<file path="config.mk">
export PLATFORM = sky130hd
export DESIGN_NAME = counter_bank
export DESIGN_NICKNAME = d
export VERILOG_FILES = /design/src/rtl/counter_bank.sv
export SDC_FILE = /design/constraint.sdc
export NUM_CORES = 1
export LEC_CHECK = 0
export CORE_MARGIN = 1.5
export CORE_UTILIZATION = 53
export DETAILED_ROUTE_END_ITERATION = 16
export PLACE_DENSITY = 0.91
export SETUP_SLACK_MARGIN = 0.05
export SLEW_MARGIN = 0
export SYNTH_ARGS = -nofsm -noshare
export SYNTH_HDL_FRONTEND = slang
export SYNTH_SLANG_ARGS = --single-unit
</file>
<file path="constraint.sdc">
create_clock -name clk -period 6.7 [get_ports clk]
set_input_delay 0.67 -clock clk [delete_from_list [all_inputs] [get_ports clk]]
set_output_delay 0.67 -clock clk [all_outputs]
set_load 0.01 [all_outputs]
</file>
<file path="src/rtl/counter_bank.sv">
// counter_bank: bank of NUM_CH independent countdown timers (service desks).
// An accepted request (customer number + service time) is placed on the
// lowest-index idle channel. The timers count down on the shared tick strobe.
// The bank reports one-cycle completion pulses and a saturating served total.
//
// Ports:
//   clk, rst       rising-edge clock, asynchronous active-high reset
//   tick           one-cycle time-base strobe
//   pause          level; freezes countdown and completion while high
//   req_valid      request present
//   req_num        customer number of the request
//   req_time       service time of the request, in ticks (0 is loaded as 1)
//   req_ready      at least one channel idle (from registered busy only)
//   grant_ch       lowest idle channel, 0 when none is idle
//   cancel_valid   abort the channel selected by cancel_ch this cycle
//   cancel_ch      channel to abort (ignored if idle or out of range)
//   busy           per-channel busy flags
//   num_out        per-channel customer number, channel i at [i*NUM_W +: NUM_W]
//   rem_out        per-channel remaining ticks, channel i at [i*TIME_W +: TIME_W]
//   done_mask      one-cycle pulse per channel completing normally
//   served         customers completed since reset, saturating
module counter_bank #(
  parameter int NUM_CH = 4,
  parameter int NUM_W  = 4,
  parameter int TIME_W = 4,
  parameter int CNT_W  = 8,
  localparam int CH_W  = (NUM_CH > 2) ? $clog2(NUM_CH) : 1
) (
  input  logic                     clk,
  input  logic                     rst,
  input  logic                     tick,
  input  logic                     pause,
  input  logic                     req_valid,
  input  logic [NUM_W-1:0]         req_num,
  input  logic [TIME_W-1:0]        req_time,
  output logic                     req_ready,
  output logic [CH_W-1:0]          grant_ch,
  input  logic                     cancel_valid,
  input  logic [CH_W-1:0]          cancel_ch,
  output logic [NUM_CH-1:0]        busy,
  output logic [NUM_CH*NUM_W-1:0]  num_out,
  output logic [NUM_CH*TIME_W-1:0] rem_out,
  output logic [NUM_CH-1:0]        done_mask,
  output logic [CNT_W-1:0]         served
);

  localparam logic [CNT_W-1:0]  CNT_MAX = '1;
  localparam logic [TIME_W-1:0] ONE_T   = TIME_W'(1);

  function automatic int unsigned popcount(input logic [NUM_CH-1:0] v);
    int unsigned n;
    n = 0;
    for (int i = 0; i < NUM_CH; i++) begin
      if (v[i]) n++;
    end
    return n;
  endfunction

  // Saturating add: the served total sticks at its maximum instead of wrapping.
  function automatic logic [CNT_W-1:0] sat_add(input logic [CNT_W-1:0] a,
                                               input int unsigned b);
    longint unsigned sum;
    sum = longint'(a) + longint'(b);
    if (sum > longint'(CNT_MAX)) return CNT_MAX;
    return CNT_W'(sum);
  endfunction

  logic [NUM_CH-1:0]        busy_nxt;
  logic [NUM_CH-1:0]        done_nxt;
  logic [NUM_CH-1:0]        cancel_hit;
  logic [NUM_CH*NUM_W-1:0]  num_nxt;
  logic [NUM_CH*TIME_W-1:0] rem_nxt;
  logic [CNT_W-1:0]         served_nxt;
  logic                     accept;
  logic                     count_en;
  logic [TIME_W-1:0]        load_time;
  logic [TIME_W-1:0]        rem_i;

  // Descending scan so the last assignment wins: the lowest idle index.
  always_comb begin
    grant_ch  = '0;
    req_ready = 1'b0;
    for (int i = NUM_CH - 1; i >= 0; i--) begin
      if (!busy[i]) begin
        grant_ch  = CH_W'(i);
        req_ready = 1'b1;
      end
    end
  end

  // Next-state per channel. Priority per channel: cancel, then countdown or
  // completion, then load. Only a channel idle at cycle start can be loaded.
  // So a channel freed this cycle is reused next cycle at the earliest, and a
  // freshly loaded channel is never decremented on its load edge.
  always_comb begin
    accept     = req_valid && req_ready;
    count_en   = tick && !pause;
    load_time  = (req_time == '0) ? ONE_T : req_time;
    busy_nxt   = busy;
    num_nxt    = num_out;
    rem_nxt    = rem_out;
    done_nxt   = '0;
    cancel_hit = '0;
    rem_i      = '0;
    for (int i = 0; i < NUM_CH; i++) begin
      rem_i         = rem_out[i*TIME_W +: TIME_W];
      cancel_hit[i] = cancel_valid && (cancel_ch == CH_W'(i)) && busy[i];
      if (cancel_hit[i]) begin
        busy_nxt[i]                = 1'b0;
        num_nxt[i*NUM_W +: NUM_W]  = '0;
        rem_nxt[i*TIME_W +: TIME_W] = '0;
      end else if (busy[i] && count_en) begin
        if (rem_i <= ONE_T) begin
          busy_nxt[i]                 = 1'b0;
          num_nxt[i*NUM_W +: NUM_W]   = '0;
          rem_nxt[i*TIME_W +: TIME_W] = '0;
          done_nxt[i]                 = 1'b1;
        end else begin
          rem_nxt[i*TIME_W +: TIME_W] = rem_i - ONE_T;
        end
      end else if (!busy[i] && accept && (grant_ch == CH_W'(i))) begin
        busy_nxt[i]                 = 1'b1;
        num_nxt[i*NUM_W +: NUM_W]   = req_num;
        rem_nxt[i*TIME_W +: TIME_W] = load_time;
      end
    end
    served_nxt = sat_add(served, popcount(done_nxt));
  end

  // State register stage
  always_ff @(posedge clk or posedge rst) begin
    if (rst) begin
      busy      <= '0;
      num_out   <= '0;
      rem_out   <= '0;
      done_mask <= '0;
      served    <= '0;
    end else begin
      busy      <= busy_nxt;
      num_out   <= num_nxt;
      rem_out   <= rem_nxt;
      done_mask <= done_nxt;
      served    <= served_nxt;
    end
  end

endmodule

</file>
==> results of run 1 <==
-- final timing paths --
check / from / endpoint / slack [ns]
hold / removal: num_out[2] / num_out[2] / 0.51
min in group asynchronous: rst / num_out[15] / 0.90
setup / recovery: cancel_valid / served[2] / 2.67
max in group asynchronous: rst / rem_out[3] / 5.20
setup reg to reg: rem_out[0] / served[2] / 2.87
hold reg to reg: num_out[2] / num_out[2] / 0.51
-- state kept, by name, summed over array words and instances (netlist names) --
name and count:
rem_out 16, busy 4, served 8, done_mask 4, num_out 16
-- synth_stat cells, types with 4 or more instances --
cell | number | area, sq um
a21o_1 | 4 | 30.03
a21oi_1 | 9 | 45.04
a22o_1 | 16 | 140.1
and3b_1 | 4 | 35.03
clkbuf_1 | 4 | 15.01
dfrtp_1 | 48 | 1201
ha_1 | 15 | 187.7
inv_1 | 19 | 71.32
nand2_1 | 25 | 93.84
nand2b_1 | 9 | 56.30
nand3_1 | 5 | 25.02
nand3b_1 | 5 | 37.54
nor2_1 | 20 | 75.07
nor2b_1 | 5 | 31.28
nor3_1 | 5 | 25.02
o21ai_0 | 13 | 65.06
o22ai_1 | 6 | 37.54
-- metrics by stage --
step | worst slack [ns] | cell area (sq um) | instances | hold slack [ns]
6_report | 2.674 | 3482 | 404 | 0.5112
2_1_floorplan | 3.150 | 2655 | 269 | 0.5326
4_1_cts | 2.722 | 3482 | 404 | 0.5110
5_1_grt | 2.524 | 3482 | 404 | 0.5265
3_5_place_dp | 2.397 | 3374 | 396 | 0.4831
3_3_place_gp | 2.543 | 3374 | 396 | 0.4888
-- area by class of cell --
| cell class | count | area [sq um] |
|---|---|---|
| Multi-Input combinational cell | 196 | 1358 |
| Fill cell | 355 | 1304 |
| Sequential cell | 48 | 1201 |
| Timing Repair Buffer | 66 | 660.6 |
| Tap cell | 67 | 83.83 |
| Clock buffer | 6 | 72.57 |
| Inverter | 19 | 71.32 |
| Clock inverter | 2 | 35.03 |
-- where the power goes --
| group | internal [mW] | switching, mW | total [mW] |
|---|---|---|---|
| sequential | 0.411 | 0.146 | 0.557 |
| combinational | 0.416 | 0.338 | 0.754 |
| clock | 0.111 | 0.0932 | 0.204 |
-- worst reg2reg max path: cells and delay by family, from the launching register on --
family	cells	cell delay, ns
DFF	1	0.46
and+or+nand+nor	8	1.40
adders and majority gates	4	1.26
AOI/OAI and AO/OA	2	0.24
buffers and inverters	2	0.19
xor gates and xnor gates	1	0.20
-- kinds of logic (layout without fill, tap and decap cells) --
kind of cell | count (synthesis) | in the layout | share of synthesized area, %
AOI/OAI and AO/OA | 80 | 80 | 22.06
xor gates and xnor gates | 4 | 4 | 1.603
adders and majority gates | 16 | 16 | 7.823
buffers and inverters | 25 | 93 | 3.629
DFF | 48 | 48 | 45.24
other | 1 | 1 | 0.1412
and+or+nand+nor | 95 | 95 | 19.51
-- per-layer routing --
layer | vias to the layer above | wire length [microns] | track usage [%]
li1 | 1113 | - | -
met1 | 1122 | 2840 | 30.81
met2 | 79 | 3021 | 39.84
met3 | 7 | 377 | 6.859
met4 | 0 | 66 | 8.642
met5 | - | 0 | 0
==> flow_summary.ini, run 1 <==
[outcome]
status = finished, final reports clean

[finish]
num_antenna_cells = 0
layout-drive-gt1-share_pct = 4.748
utilization_pct = 72.76
synthToLayoutAreaGrowth_pct = 31.15
layout_commonest_cell = clkdlybuf4s50_1
final_cell_mix = 66 x clkdlybuf4s50_1, 48 x dfrtp_1, 25 x nand2_1, 20 x nor2_1, 18 x inv_1
final_nets = 368

[cts]
clk_pin_slew_ns = 0.08
clock-sinks = 48
numCtsBuffers = 5
cts_resized = 0
hold_buffers = 0
clock_path_buffers = 2
cts_tree = done
htreeDepth = 2
worstSkewPairLatency_ns = 0.30
clockRootBuffer = clkbuf_8
cts_setup_buffers = 0

[worst_setup_path]
crit_slowest_cell = clkdlybuf4s50_1
critPathBufInv = 2
critPathKind = input port to register
critPathRequiredTime_ns = 6.92
critPathCaptureType = register
start_kind = input port
worstPathArrival_ns = 4.25
cp.depth = 16
reg2reg_depth = 17
cp_slowest_stage_delay_ns = 0.51
path_delay_family = simple AND/OR/NAND/NOR gates
crit_fanout = 6
cp_cell_sequence = clkdlybuf4s50_1, or3b_2, nand2_1, nor2_1, inv_1, ha_1, xor2_2, ha_1, nand2b_1, nand2_1, fa_1, nor2b_1, o21ai_0, nand2b_1, nand3_1, o21ai_0

[synth]
syn_inst = 269
syn_avg_cell_area_sq_um = 9.870
ys.flop_type = dfrtp_1
synth_nets = 301
synth_edf_count = 0
ys_types = 54
synth_area_sq_um = 2655
async_flop_share_pct = 100.0
synth_warnings = 0
ys_seq_area_share_pct = 45.24
synth-seq-cells = 48

[sta]
finalCriticalPeriod_ns = 4.026
rsz0062_at_grt = false
maxSlewViolCount = 0
hold_viol_final = 0
fmax_mhz = 248.4
tightest_slew_ns = 0.9597
slew_headroom_pct = 35.93
finClkSkew_ns = 0.004415
period_share_pct = 60.09
setup_violations = 0
fin_setup_tns_ns = 0

[routing]
wl_per_cell_microns = 15.61
vias = 2321
viasPerCell = 5.745
first_pass_iters = 4
ant_nets = 0
wl_microns = 6306
drc = 0
drt_iter0_drc = 105

[grt]
track_usage_pct = 24.35
grt_pass1_vias = 2159
grt_max_degree = 49
antenna_found_initial = 0
grt_overflow = 0
grt_pass1_wl_microns = 9970

[placement]
io_buffers = 66
gp_congestion = 0.8291
place_hpwl_microns = 4656

[power]
max-vdd-ir-drop_uv = 267.1
p_leak_nw = 1.551
power_density_nw_per_um2 = 435.1
p_total_mw = 1.515

[hold_path]
hold_path_class = register to register
holdPathStages = 1

[die]
num_rows = 25
core_area_sq_um = 4786
io_pins = 67
die-area_sq_um = 5443
start_util_pct = 55.48
die_h_microns = 73.78
die_w_microns = 73.78

[run]
drv_cap = 0
Note: power is estimated with default switching activity, not from simulation.
==> inputs of run 2 (changes only) <==
--- a/config.mk
+++ b/config.mk
@@ -6,9 +6,9 @@
 export NUM_CORES = 1
 export LEC_CHECK = 0
 export CORE_MARGIN = 1.5
-export CORE_UTILIZATION = 53
+export CORE_UTILIZATION = 49
 export DETAILED_ROUTE_END_ITERATION = 16
-export PLACE_DENSITY = 0.91
+export PLACE_DENSITY = 0.86
 export SETUP_SLACK_MARGIN = 0.05
 export SLEW_MARGIN = 0
 export SYNTH_ARGS = -nofsm -noshare
==> constraint.sdc (replaced) <==
create_clock -name clk -period 4.1 [get_ports clk]
set_input_delay 0.41 -clock clk [delete_from_list [all_inputs] [get_ports clk]]
set_output_delay 0.41 -clock clk [all_outputs]
set_load 0.01 [all_outputs]
==> run 2 against run 1 <==
  * Die area up 7.8%
  * Critical path depth increased by 1
  * Largest cell class unchanged
  * Sequential power is 64% higher
  * Final cell count increased by 0.99%
  * Wire length grew 6.2%
  * Via count rose by 2.4%
  * Cell area down 0.11%
  * Register-to-register slack got worse by 2.6 ns
  * Critical path type is now register to register
==> flow_summary.ini, run 2 (same netlist as run 1, synthesis figures left out) <==
[routing]
wl_microns = 6700
wl_per_cell_microns = 16.42
drt_iter0_drc = 127
first_pass_iters = 4
vias = 2377
drc = 0
viasPerCell = 5.826
ant_nets = 0

[die]
core_area_sq_um = 5172
start_util_pct = 51.33
die-area_sq_um = 5869
num_rows = 26
die_h_microns = 76.61
die_w_microns = 76.61
io_pins = 67

[finish]
utilization_pct = 67.25
layout-drive-gt1-share_pct = 5.621
layout_commonest_cell = clkdlybuf4s50_1
synthToLayoutAreaGrowth_pct = 31.01
final_cell_mix = 66 x clkdlybuf4s50_1, 48 x dfrtp_1, 25 x nand2_1, 19 x nor2_1, 18 x inv_1
num_antenna_cells = 0
final_nets = 370
largest_registers = num_out (16), rem_out (16), served (8)

[grt]
grt_pass1_vias = 2334
grt_max_degree = 49
met3_usage_pct = 5.988
grt_overflow = 0
top_usage_layer = met2
grt_pass1_wl_microns = 11190
grt_use_met1_pct = 31.55
antenna_found_initial = 0
track_usage_pct = 24.01
grtUsageMet2_pct = 39.02

[sta]
rsz0062_at_grt = false
tightest_slew_ns = 0.9786
fmax_mhz = 264.4
hold_viol_final = 0
setup_violations = 0
period_share_pct = 92.23
fin_setup_tns_ns = 0
finClkSkew_ns = 0.001815
finalCriticalPeriod_ns = 3.781
maxSlewViolCount = 0
slew_headroom_pct = 34.66

[hold_path]
holdPathStages = 1
hold_path_class = register to register

[worst_setup_path]
critPathCaptureType = register
rr_endpoint = served[7]
critPathLaunch = rem_out[0]
worstPathArrival_ns = 3.96
endpoint = served[7]
r2r-start = rem_out[0]
cp_slowest_stage_delay_ns = 0.45
reg2reg_depth = 17
cp_cell_sequence = inv_1, ha_1, nor2_1, or3_1, nor2_2, inv_1, ha_1, xor2_2, ha_1, nand2b_1, and2_1, ha_1, a21o_1, a21o_1, and2_1, o21ai_0, a22oi_1
crit_fanout = 7
critPathKind = register to register
critPathRequiredTime_ns = 4.28
cpMostUsedCell = ha_1
r2r_slack_ns = 0.32
start_kind = register
crit_slowest_cell = dfrtp_1

[placement]
gp_congestion = 0.8268
place_hpwl_microns = 4872
io_buffers = 66

[run]
drv_cap = 0

[cts]
clockRootBuffer = clkbuf_8
clock-sinks = 48
clk_pin_slew_ns = 0.08
hold_buffers = 0
worstSkewPairLatency_ns = 0.30
clock_path_buffers = 2
htreeDepth = 2
numCtsBuffers = 5
cts_tree = done

[power]
p_leak_nw = 1.548
max-vdd-ir-drop_uv = 397.6
power_density_nw_per_um2 = 701.8

[outcome]
status = finished, final reports clean
## run 2: timing repair
item                       in CTS  in global routing
resized for setup               0                  2
setup buffers                   0                  2
setup endpoints to repair       0                  5
## run 2: worst min path at each step
stage,from,end,slack (ns)
global route,num_out[15],num_out[15],0.52
CTS,num_out[12],num_out[12],0.51
floorplan,req_time[3],rem_out[11],0.52
detailed placement,num_out[14],num_out[14],0.48
global placement,num_out[3],num_out[3],0.48
finish,num_out[9],num_out[9],0.51
## run 2: metal layers
metal,vias up,share of wire [%]
li1,1118,-
met1,1165,44
met2,83,49
met3,11,6.1
met4,0,1.5
met5,-,0
## run 2: cell type report
type,count,area (sq um)
Timing Repair Buffer,68,675.6
Inverter,19,71.32
Sequential cell,48,1201
Multi-Input combinational cell,196,1365
Tap cell,70,87.58
Fill cell,411,1694
Clock buffer,6,72.57
Clock inverter,1,5.005
## run 2: critical path: cells and delay by family, from the launching register on
kind | cells | cell delay [ns]
AND/OR/NAND/NOR | 6 | 1.08
buffers and inverters | 2 | 0.20
AO/OA/AOI/OAI | 4 | 0.59
adder cells (fa/ha/maj) | 4 | 1.13
XOR/XNOR | 1 | 0.21
flip-flops | 1 | 0.45
## run 2: where the power goes
part	switching, mW	leakage [nW]	total [mW]	internal, mW
Combinational	0.572	0.908	1.26	0.691
Clock	0.150	0.0410	0.266	0.116
Sequential	0.240	0.599	0.912	0.672
Total	0.962	1.55	2.44	1.48
## run 2: per-stage QoR
stage               hold WS (ns)  cells  setup slack [ns]  cell area, sq um  total power, mW
finish                    0.5096    408            0.3185              3478            2.441
detailed placement        0.4837    399           0.05013              3378            2.153
global route              0.5235    408           0.06243              3478            2.621
global placement          0.4832    399            0.1972              3378            2.099
floorplan                 0.5154    269            0.5834              2655            1.549
CTS                       0.5110    406            0.2799              3456            2.432
